## src/rtl/i2c_pkg.sv

```systemverilog
// Shared definitions for the I2C temperature-sensor target: FSM states,
// register addresses and the read-side register map.
package i2c_pkg;

   typedef enum logic [3:0] {
      IDLE,
      ADDR,
      ADDR_ACK,
      PTR,
      PTR_ACK,
      WDATA,
      TX_BYTE,
      RX_ACK,
      IGNORE
   } state_t;

   localparam logic [7:0] REG_TEMP_MSB = 8'h00;
   localparam logic [7:0] REG_TEMP_LSB = 8'h01;
   localparam logic [7:0] REG_ID       = 8'h0B;

   function automatic logic [7:0] read_reg(input logic [7:0]  ptr,
                                           input logic [15:0] word,
                                           input logic [7:0]  id);
      logic [7:0] v;
      case (ptr)
         REG_TEMP_MSB: v = word[15:8];
         REG_TEMP_LSB: v = word[7:0];
         REG_ID:       v = id;
         default:      v = 8'h00;
      endcase
      return v;
   endfunction

endpackage

```

## src/rtl/i2c_line_sync.sv

```systemverilog
// SCL/SDA synchronizers plus edge and START/STOP detection on the
// synchronized lines.
module i2c_line_sync #(
   parameter int SYNC_STAGES = 2
) (
   input  logic clk,
   input  logic reset,
   input  logic scl_in,
   input  logic sda_in,
   output logic scl_rise,
   output logic scl_fall,
   output logic sda_s,
   output logic start_det,
   output logic stop_det
);

   logic [SYNC_STAGES-1:0] scl_sh;
   logic [SYNC_STAGES-1:0] sda_sh;
   logic                   scl_prev;
   logic                   sda_prev;
   logic                   scl_s;

   always_ff @(posedge clk) begin
      if (reset) begin
         scl_sh   <= '1;
         sda_sh   <= '1;
         scl_prev <= 1'b1;
         sda_prev <= 1'b1;
      end else begin
         scl_sh   <= {scl_sh[SYNC_STAGES-2:0], scl_in};
         sda_sh   <= {sda_sh[SYNC_STAGES-2:0], sda_in};
         scl_prev <= scl_s;
         sda_prev <= sda_s;
      end
   end

   assign scl_s    = scl_sh[SYNC_STAGES-1];
   assign sda_s    = sda_sh[SYNC_STAGES-1];
   assign scl_rise = scl_s & ~scl_prev;
   assign scl_fall = ~scl_s & scl_prev;

   // SCL must be high on both samples, so an SDA edge that coincides with
   // an SCL edge is treated as ambiguous and dropped.
   assign start_det = sda_prev & ~sda_s & scl_s & scl_prev;
   assign stop_det  = ~sda_prev & sda_s & scl_s & scl_prev;

endmodule

```

## src/rtl/i2c_temp_responder.sv

```systemverilog
// I2C target modelling the temperature sensor: pointer write, register reads
// with auto-increment, open-drain SDA drive.
module i2c_temp_responder
   import i2c_pkg::*;
#(
   parameter logic [6:0] DEV_ADDR    = 7'h4B,
   parameter logic [7:0] ID_VALUE    = 8'hCB,
   parameter int         SYNC_STAGES = 2
) (
   input  logic        clk,
   input  logic        reset,
   input  logic        scl_in,
   input  logic        sda_in,
   output logic        sda_oe,
   input  logic [15:0] temp_data,
   output logic [7:0]  reg_ptr,
   output logic        busy,
   output logic        addr_hit
);

   logic scl_rise, scl_fall, sda_s, start_det, stop_det;

   i2c_line_sync #(.SYNC_STAGES(SYNC_STAGES)) u_line_sync (
      .clk       (clk),
      .reset     (reset),
      .scl_in    (scl_in),
      .sda_in    (sda_in),
      .scl_rise  (scl_rise),
      .scl_fall  (scl_fall),
      .sda_s     (sda_s),
      .start_det (start_det),
      .stop_det  (stop_det)
   );

   state_t      state, state_n;
   logic [3:0]  bit_cnt, bit_cnt_n;
   logic [7:0]  sh, sh_n;
   logic [7:0]  tx, tx_n;
   logic [15:0] shadow, shadow_n;
   logic        rw, rw_n;
   logic [7:0]  ptr_n;
   logic        oe_n, busy_n, hit_n;

   always_ff @(posedge clk) begin
      if (reset) begin
         state    <= IDLE;
         bit_cnt  <= 4'd0;
         sh       <= 8'h00;
         tx       <= 8'h00;
         shadow   <= 16'h0000;
         rw       <= 1'b0;
         reg_ptr  <= 8'h00;
         sda_oe   <= 1'b0;
         busy     <= 1'b0;
         addr_hit <= 1'b0;
      end else begin
         state    <= state_n;
         bit_cnt  <= bit_cnt_n;
         sh       <= sh_n;
         tx       <= tx_n;
         shadow   <= shadow_n;
         rw       <= rw_n;
         reg_ptr  <= ptr_n;
         sda_oe   <= oe_n;
         busy     <= busy_n;
         addr_hit <= hit_n;
      end
   end

   // sda_oe only changes on scl_fall (or on bus conditions, which release it),
   // so the target never moves SDA while SCL is high.
   always_comb begin
      state_n   = state;
      bit_cnt_n = bit_cnt;
      sh_n      = sh;
      tx_n      = tx;
      shadow_n  = shadow;
      rw_n      = rw;
      ptr_n     = reg_ptr;
      oe_n      = sda_oe;
      busy_n    = busy;
      hit_n     = 1'b0;
      if (stop_det) begin
         state_n = IDLE;
         oe_n    = 1'b0;
         busy_n  = 1'b0;
      end else if (start_det) begin
         state_n   = ADDR;
         bit_cnt_n = 4'd0;
         oe_n      = 1'b0;
      end else begin
         case (state)
            IDLE: ;
            ADDR, PTR, WDATA: begin
               if (scl_rise) begin
                  sh_n      = {sh[6:0], sda_s};
                  bit_cnt_n = bit_cnt + 4'd1;
               end else if (scl_fall && bit_cnt == 4'd8) begin
                  bit_cnt_n = 4'd0;
                  if (state == ADDR) begin
                     if (sh[7:1] == DEV_ADDR) begin
                        hit_n   = 1'b1;
                        busy_n  = 1'b1;
                        rw_n    = sh[0];
                        oe_n    = 1'b1;
                        state_n = ADDR_ACK;
                     end else begin
                        state_n = IGNORE;
                     end
                  end else begin
                     if (state == PTR) ptr_n = sh;
                     oe_n    = 1'b1;
                     state_n = PTR_ACK;
                  end
               end
            end
            ADDR_ACK: begin
               if (scl_fall) begin
                  bit_cnt_n = 4'd0;
                  if (rw) begin
                     shadow_n = temp_data;
                     tx_n     = read_reg(reg_ptr, temp_data, ID_VALUE);
                     oe_n     = ~tx_n[7];
                     state_n  = TX_BYTE;
                  end else begin
                     oe_n    = 1'b0;
                     state_n = PTR;
                  end
               end
            end
            PTR_ACK: begin
               if (scl_fall) begin
                  oe_n      = 1'b0;
                  bit_cnt_n = 4'd0;
                  state_n   = WDATA;
               end
            end
            TX_BYTE: begin
               // bit_cnt counts rises; the fall after rise n drives bit 7-n.
               if (scl_rise) begin
                  bit_cnt_n = bit_cnt + 4'd1;
               end else if (scl_fall) begin
                  if (bit_cnt == 4'd8) begin
                     oe_n    = 1'b0;
                     state_n = RX_ACK;
                  end else begin
                     oe_n = ~tx[~bit_cnt[2:0]];
                  end
               end
            end
            RX_ACK: begin
               if (scl_rise) begin
                  if (!sda_s) begin
                     ptr_n     = reg_ptr + 8'd1;
                     tx_n      = read_reg(ptr_n, shadow, ID_VALUE);
                     bit_cnt_n = 4'd0;
                     state_n   = TX_BYTE;
                  end else begin
                     state_n = IGNORE;
                  end
               end
            end
            IGNORE: oe_n = 1'b0;
            default: state_n = IDLE;
         endcase
      end
   end

endmodule

```

## config.mk

```make
export PLATFORM = sky130hd
export DESIGN_NAME = i2c_temp_responder
export DESIGN_NICKNAME = d
export VERILOG_FILES = /design/src/rtl/i2c_pkg.sv /design/src/rtl/i2c_line_sync.sv /design/src/rtl/i2c_temp_responder.sv
export SDC_FILE = /design/constraint.sdc
export NUM_CORES = 1
export LEC_CHECK = 0
export CAP_MARGIN = 5
export CORE_ASPECT_RATIO = 1.2
export CORE_MARGIN = 5
export CORE_UTILIZATION = 50
export CTS_CLUSTER_SIZE = 24
export DETAILED_ROUTE_END_ITERATION = 10
export PLACE_DENSITY = 0.7
export SETUP_SLACK_MARGIN = 0.1
export SYNTH_ARGS = -nofsm -noshare
export SYNTH_HDL_FRONTEND = slang
export SYNTH_HIERARCHICAL = 1
export SYNTH_SLANG_ARGS = --single-unit
```

## constraint.sdc

```tcl
create_clock -name clk -period 2.4 [get_ports clk]
set_input_delay 0.36 -clock clk [delete_from_list [all_inputs] [get_ports clk]]
set_output_delay 0.36 -clock clk [all_outputs]
set_load 0.1 [all_outputs]
```

==> results of run 1 <==
[worst max-delay path by stage]
stage                  to  slack, ns  depth (start not counted)                  start
3_3_place_gp        tx[1]       0.19                          6  u_line_sync/sda_sh[1]
6_report       reg_ptr[0]       0.30                          6  u_line_sync/sda_sh[1]
3_5_place_dp   reg_ptr[0]       0.18                          6  u_line_sync/sda_sh[1]
2_1_floorplan       tx[7]       0.11                          7             reg_ptr[0]
4_1_cts        reg_ptr[0]       0.16                          6  u_line_sync/sda_sh[1]
5_1_grt             tx[4]       0.16                          4               state[1]
[critical path, delay by kind of cell (launching register included)]
family / cells / cell delay (ns)
flip-flops: 1 / 0.42
AND/OR/NAND/NOR: 4 / 1.19
AO/OA/AOI/OAI: 2 / 0.41
[layer usage]
layer  GRT usage  share of wire  vias to the layer above  wire, µm
met2      0.3289           0.48                       67      3958
met5           0              0                        -         0
li1            -              -                     1520         -
met3     0.04351          0.037                       16       302
met4     0.08283          0.022                        0       178
met1      0.2492           0.46                     1445      3795
[cell type report]
class | count | area (µm²)
Timing Repair Buffer | 43 | 365.4
Inverter | 13 | 48.80
Clock inverter | 6 | 113.9
Tap cell | 87 | 108.9
Fill cell | 608 | 2749
Multi-Input combinational cell | 295 | 2038
Sequential cell | 58 | 1169
Clock buffer | 10 | 137.6
[power groups by stage]
stage	Combinational (mW)	Clock (mW)	Sequential (mW)
2_1_floorplan	0.0649	0	1.00
3_3_place_gp	0.120	0	1.00
3_5_place_dp	0.120	0	1.00
4_1_cts	0.121	1.17	0.978
5_1_grt	0.130	1.21	0.979
6_report	0.122	1.15	0.978
[state kept, by name (all words and copies together), names as in the netlist, 2 cells and up]
name / flops
shadow: 16
reg_ptr: 8
sh: 8
tx: 8
bit_cnt: 4
state: 4
u_line_sync/scl_sh: 2
u_line_sync/sda_sh: 2
[through the flow]
stage	hold WS, ns	cells
global placement	0.3928	496
finish	0.4104	512
CTS	0.4168	512
detailed placement	0.3990	496
global route	0.4298	512
floorplan	0.3832	398
[logic make-up after synthesis]
kind of cell,Yosys count,synth area share
xor+xnor,2,0.007371
mux,30,0.09580
simple gates,154,0.2439
compound gates,101,0.2203
flops,58,0.3419
fa+ha+maj,8,0.02874
buf+inv,45,0.06190
[what timing repair did]
action / in CTS / in global routing
setup buffers: 0 / 0
endpoints found under the setup margin: 0 / 13
resized for setup: 0 / 3
endpoints found under the hold margin: 0 / 0
[cell usage in the layout, fill, tap and decap left out, types with 5 or more instances in the layout]
master	count
a211oi_1	9
a21oi_1	19
a22o_1	7
a22oi_1	6
a31oi_1	6
buf_4	24
clkbuf_8	10
clkdlybuf4s50_1	18
dfxtp_1	52
dfxtp_2	6
ha_1	7
inv_1	13
mux2i_1	28
nand2_1	23
nand3_1	9
nand4_1	12
nor2_1	47
nor2b_1	5
nor3_1	12
o21ai_0	17
or2_1	7
==> impl_metrics.env, run 1 <==
export IMPL_result_of_the_run="finished clean"
export IMPL_drv_slew=0
export IMPL_insertedDiodeCount=0
export IMPL_share_of_power_burned_in_registers=0.435
export IMPL_cts_max_path_buffers=2
export IMPL_startpoint_type_of_the_worst_setup_path="flip-flop"
export IMPL_switching_share=0.2241
export IMPL_yosys_area_top_type="dfxtp_1"
export IMPL_maximum_number_of_pins_on_one_net_before_global_route_repair=31
export IMPL_rr_startpoint="u_line_sync/sda_sh[1]"
export IMPL_hold_path_startpoint="u_line_sync/sda_sh[0]"
export IMPL_max_cap_viol_count=0
export IMPL_setup_reg_to_reg_worst_slack_ns=0.30
export IMPL_initialDrtViolationCount=144
export IMPL_globalRouteTotalUtil=0.1988
export IMPL_tns_ns=0
export IMPL_worstSkewPairLatency_ns=0.34
export IMPL_ff2ff_path_depth=6
export IMPL_tightestPinTransition_ns=0.6886
export IMPL_required_worst_endpoint_ns=2.67
export IMPL_synth_top_cell_area_share=0.3419
export IMPL_postSynthRegisterBits=58
export IMPL_criticalPathCategory="flip-flop to flip-flop"
export IMPL_floorplan_initialDensity=0.5046
export IMPL_drt_wirelength_per_cell_um=16.08
export IMPL_cellLeakagePower_nw=1.617
export IMPL_power_share_combinational=0.054
export IMPL_drt_pass1_iter_count=4
export IMPL_ys_seq_area_frac=0.3419
export IMPL_yosysUniqueCellTypes=69
export IMPL_mappedNetlistArea_um2=3396
export IMPL_dr_total_vias=3048
export IMPL_finish_instance_area_um2=3981
export IMPL_cp_arrival_ns=2.36
export IMPL_core_box_area_um2=6730
export IMPL_place_port_buffers=30
export IMPL_cp_slowest_cell="dfxtp_2"
export IMPL_vdd_ir_drop_worst_mv=0.3838
export IMPL_detail_route_antenna_nets=0
export IMPL_crit_fanout=9
export IMPL_cts_hold_buf=0
export IMPL_finalClockSkew_ns=0.009728
export IMPL_dp_hpwl_um=5910
export IMPL_die_height_um=100.3
export IMPL_worstSetupEndpointType="flip-flop"
export IMPL_synth_top_cells_by_area="dfxtp_1 34%, mux2i_1 8.3%, nor2_1 5.2%, a21oi_1 2.8%, ha_1 2.6%"
export IMPL_worst_path_largest_cell_delay_ns=0.42
export IMPL_hp_class="flip-flop to flip-flop"
export IMPL_syn_mean_instance_area_um2=8.532
export IMPL_num_io_pins=31
export IMPL_report_power_total_mw=2.251
export IMPL_grt_pass1_wl_um=13760
export IMPL_worstHoldEndpoint="u_line_sync/sda_sh[1]"
export IMPL_finalWeightedCongestion=0.9109
export IMPL_fp_dieW_um=85.23
export IMPL_timing_final_crit_period_ns=2.096
export IMPL_power_per_cell_area_nw_per_um2=565.4
export IMPL_post_synth_inst_count=398
export IMPL_min_period_over_period=0.8734
export IMPL_nets=447
export IMPL_final_layout_size_suffix_gt1_frac=0.1576
export IMPL_min_path_cells=1
export IMPL_rows=33
export IMPL_flow_area_growth_from_synthesis_pct=17.24
export IMPL_grt_overflow_total=0
export IMPL_synth_top_flop_cell="dfxtp_1"
export IMPL_final_core_utilization=0.5916
export IMPL_maxSlewHeadroom=0.5345
export IMPL_grt_antenna_before_repair=0
export IMPL_timing_final_hold_violations=0
export IMPL_die_area_um2=8546
export IMPL_rr_endpoint="reg_ptr[0]"
export IMPL_power_internal_mw=1.747
export IMPL_number_of_global_route_vias_before_repair=2886
export IMPL_cts_made_buffers=9
export IMPL_clock_sinks=58
export IMPL_syn_num_nets=425
export IMPL_routed_wl_um=8234
export IMPL_layout_setup_ws_ns=0.3038
export IMPL_yosysWarningCount=6
export IMPL_power_switching_mw=0.5044
export IMPL_power_frac_clock=0.511
export IMPL_cp_cell_sequence="and4b_1 > nor2_2 > and3_1 > o311ai_2 > or3_1 > a31oi_1"
export IMPL_setup_repair_after_global_routing_missed_its_margin="no"
export IMPL_synthMostInstantiatedCell="dfxtp_1"
export IMPL_synth_common_cells="58 x dfxtp_1, 47 x nor2_1, 28 x mux2i_1, 23 x nand2_1, 19 x a21oi_1"
export IMPL_synth_enable_flop_cells=0
export IMPL_max_freq_mhz=477.1
export IMPL_worst_case_setup_slack_after_placement_ns=0.1784
export IMPL_synth_async_reset_ratio=0
export IMPL_cts_tree="yes"
export IMPL_setup_violations=0
export IMPL_dpl_instance_area_um2=3715
export IMPL_clock_tree_htree_level_count=3
export IMPL_drc_errors=0
export IMPL_clk_root_buffer_cell="clkbuf_8"
export IMPL_clk_pin_slew_worst_paths_ns=0.07
export IMPL_via_per_inst=5.953
Note: power is estimated with default switching activity, not from simulation.
==> run 2, diff against run 1 <==
--- a/config.mk
+++ b/config.mk
@@ -8,11 +8,12 @@
 export CAP_MARGIN = 5
 export CORE_ASPECT_RATIO = 1.2
 export CORE_MARGIN = 5
-export CORE_UTILIZATION = 50
+export CORE_UTILIZATION = 40
 export CTS_CLUSTER_SIZE = 24
 export DETAILED_ROUTE_END_ITERATION = 10
-export PLACE_DENSITY = 0.7
+export PLACE_DENSITY = 0.58
 export SETUP_SLACK_MARGIN = 0.1
+export SKIP_LAST_GASP = 1
 export SYNTH_ARGS = -nofsm -noshare
 export SYNTH_HDL_FRONTEND = slang
 export SYNTH_HIERARCHICAL = 1
==> impl_metrics.env, run 2 (same netlist as run 1, synthesis figures left out) <==
export IMPL_via_per_inst=5.656
export IMPL_clock_sinks=58
export IMPL_num_io_pins=31
export IMPL_setup_violations=0
export IMPL_finalClockSkew_ns=0.008385
export IMPL_worst_case_setup_slack_after_placement_ns=0.1863
export IMPL_required_worst_endpoint_ns=2.67
export IMPL_drt_pass1_iter_count=5
export IMPL_mostFrequentLayoutCells="52 x dfxtp_1, 47 x nor2_1, 28 x mux2i_1"
export IMPL_count_of_fill_cells_added_during_filler_insertion=817
export IMPL_clk_root_buffer_cell="clkbuf_8"
export IMPL_final_hold_worst_slack_ns=0.3985
export IMPL_nets=449
export IMPL_top_delay_family_on_crit_path="simple AND/OR/NAND/NOR gates"
export IMPL_cellLeakagePower_nw=1.622
export IMPL_timing_final_crit_period_ns=2.124
export IMPL_startpoint_type_of_the_worst_setup_path="flip-flop"
export IMPL_rows=36
export IMPL_criticalPathCategory="flip-flop to flip-flop"
export IMPL_max_freq_mhz=470.8
export IMPL_initialDrtViolationCount=141
export IMPL_routed_wl_um=8562
export IMPL_power_switching_mw=0.4861
export IMPL_place_port_buffers=30
export IMPL_worst_path_largest_cell_delay_ns=0.41
export IMPL_worstSetupEndpointType="flip-flop"
export IMPL_crit_fanout=9
export IMPL_fin_cells=541
export IMPL_maxSlewHeadroom=0.5820
export IMPL_final_common_cell="dfxtp_1"
export IMPL_finish_instance_area_um2=3976
export IMPL_min_period_over_period=0.8851
export IMPL_power_per_cell_area_nw_per_um2=514.0
export IMPL_final_core_utilization=0.4850
export IMPL_final_layout_size_suffix_gt1_frac=0.1616
export IMPL_cts_made_buffers=9
export IMPL_switching_share=0.2378
export IMPL_result_of_the_run="finished clean"
export IMPL_floorplan_initialDensity=0.4142
export IMPL_clock_tree_htree_level_count=3
export IMPL_finalWeightedCongestion=0.9019
export IMPL_drv_slew=0
export IMPL_grt_antenna_before_repair=0
export IMPL_placed_cells=525
export IMPL_worstSkewPairLatency_ns=0.35
export IMPL_dr_total_vias=3060
export IMPL_crit_buf_inv=1
export IMPL_core_box_area_um2=8198
export IMPL_maximum_number_of_pins_on_one_net_before_global_route_repair=36
export IMPL_insertedDiodeCount=0
export IMPL_timing_final_hold_violations=0
export IMPL_tns_ns=0
export IMPL_flip_flop_count_of_the_largest_register_after_layout=16
export IMPL_buffers_inserted_during_post_cts_setup_optimization=0
export IMPL_hp_class="flip-flop to flip-flop"
export IMPL_setup_repair_after_global_routing_missed_its_margin="no"
export IMPL_grt_overflow_total=0
export IMPL_drc_errors=0
export IMPL_clk_pin_slew_worst_paths_ns=0.07
export IMPL_grt_pass1_wl_um=14520
export IMPL_die_height_um=110.9
export IMPL_cts_tree="yes"
export IMPL_vdd_ir_drop_worst_mv=0.2626
export IMPL_cp_slowest_cell="dfxtp_2"
export IMPL_detail_route_antenna_nets=0
export IMPL_cp_arrival_ns=2.39
export IMPL_drt_wirelength_per_cell_um=15.83
export IMPL_layout_setup_ws_ns=0.2759
export IMPL_registers_top_by_ff_count="shadow"
export IMPL_dpl_instance_area_um2=3764
export IMPL_cts_max_path_buffers=2
export IMPL_fp_dieW_um=94.11
export IMPL_power_share_combinational=0.061
export IMPL_tightestPinTransition_ns=0.6183
export IMPL_cp_cell_sequence="and4b_1 > nor2_2 > and3_1 > o311ai_1 > buf_4 > or3_1 > a31oi_1"
export IMPL_flow_area_growth_from_synthesis_pct=17.10
export IMPL_power_internal_mw=1.558
export IMPL_die_area_um2=10440
export IMPL_dp_hpwl_um=6119
export IMPL_max_cap_viol_count=0
export IMPL_number_of_global_route_vias_before_repair=2981
export IMPL_share_of_power_burned_in_registers=0.477
export IMPL_report_power_total_mw=2.044
export IMPL_globalRouteTotalUtil=0.1707
export IMPL_power_frac_clock=0.462
[run 2: layer usage]
layer / track usage / share of wire
met4: 0.06840 / 0.012
met5: 0 / 0
met1: 0.2258 / 0.47
met2: 0.2658 / 0.48
met3: 0.03938 / 0.043
[run 2: worst reg2reg max path, stage by stage (launching register included)]
cell,delay [ns]
dfxtp_2,0.41
and4b_1,0.32
nor2_2,0.23
and3_1,0.30
o311ai_1,0.15
buf_4,0.18
or3_1,0.30
a31oi_1,0.15
[run 2: final cells by class]
| cell class | count | area (µm²) | area share |
|---|---|---|---|
| repair buffers | 45 | 380.4 | 0.09566 |
| well taps | 114 | 142.6 | 0.03587 |
| clock inverters | 5 | 52.55 | 0.01322 |
| multi-input cells | 295 | 2032 | 0.5110 |
| flip-flops and latches | 58 | 1169 | 0.2939 |
| inverters | 13 | 48.80 | 0.01227 |
| clock buffers | 11 | 151.4 | 0.03807 |
[run 2: timing repair]
item	CTS	global route
setup endpoints to repair	0	10
gates resized for setup	0	3
hold buffers	0	0
[run 2: power by group through the flow]
stage	clock network, mW	registers, mW	logic [mW]
finish	0.943	0.975	0.125
global route	1.01	0.976	0.135
detailed placement	0	0.997	0.124
floorplan	0	1.00	0.0649
global placement	0	0.997	0.124
CTS	0.968	0.975	0.125
[run 2: worst paths after layout]
check	from	endpoint	slack, ns	cells past startpoint
worst max-delay path	u_line_sync/sda_sh[1]	reg_ptr[0]	0.28	7
worst min-delay path	u_line_sync/sda_sh[0]	u_line_sync/sda_sh[1]	0.40	1
worst max register to register	u_line_sync/sda_sh[1]	reg_ptr[0]	0.28	7
worst min register to register	u_line_sync/sda_sh[0]	u_line_sync/sda_sh[1]	0.40	1
==> run 3, diff against run 2 <==
--- a/config.mk
+++ b/config.mk
@@ -9,7 +9,7 @@
 export CORE_ASPECT_RATIO = 1.2
 export CORE_MARGIN = 5
 export CORE_UTILIZATION = 40
-export CTS_CLUSTER_SIZE = 24
+export CTS_CLUSTER_SIZE = 25
 export DETAILED_ROUTE_END_ITERATION = 10
 export PLACE_DENSITY = 0.58
 export SETUP_SLACK_MARGIN = 0.1
==> results of run 3 <==
Same layout as run 2: the final DEF is identical, and so are final timing and power.
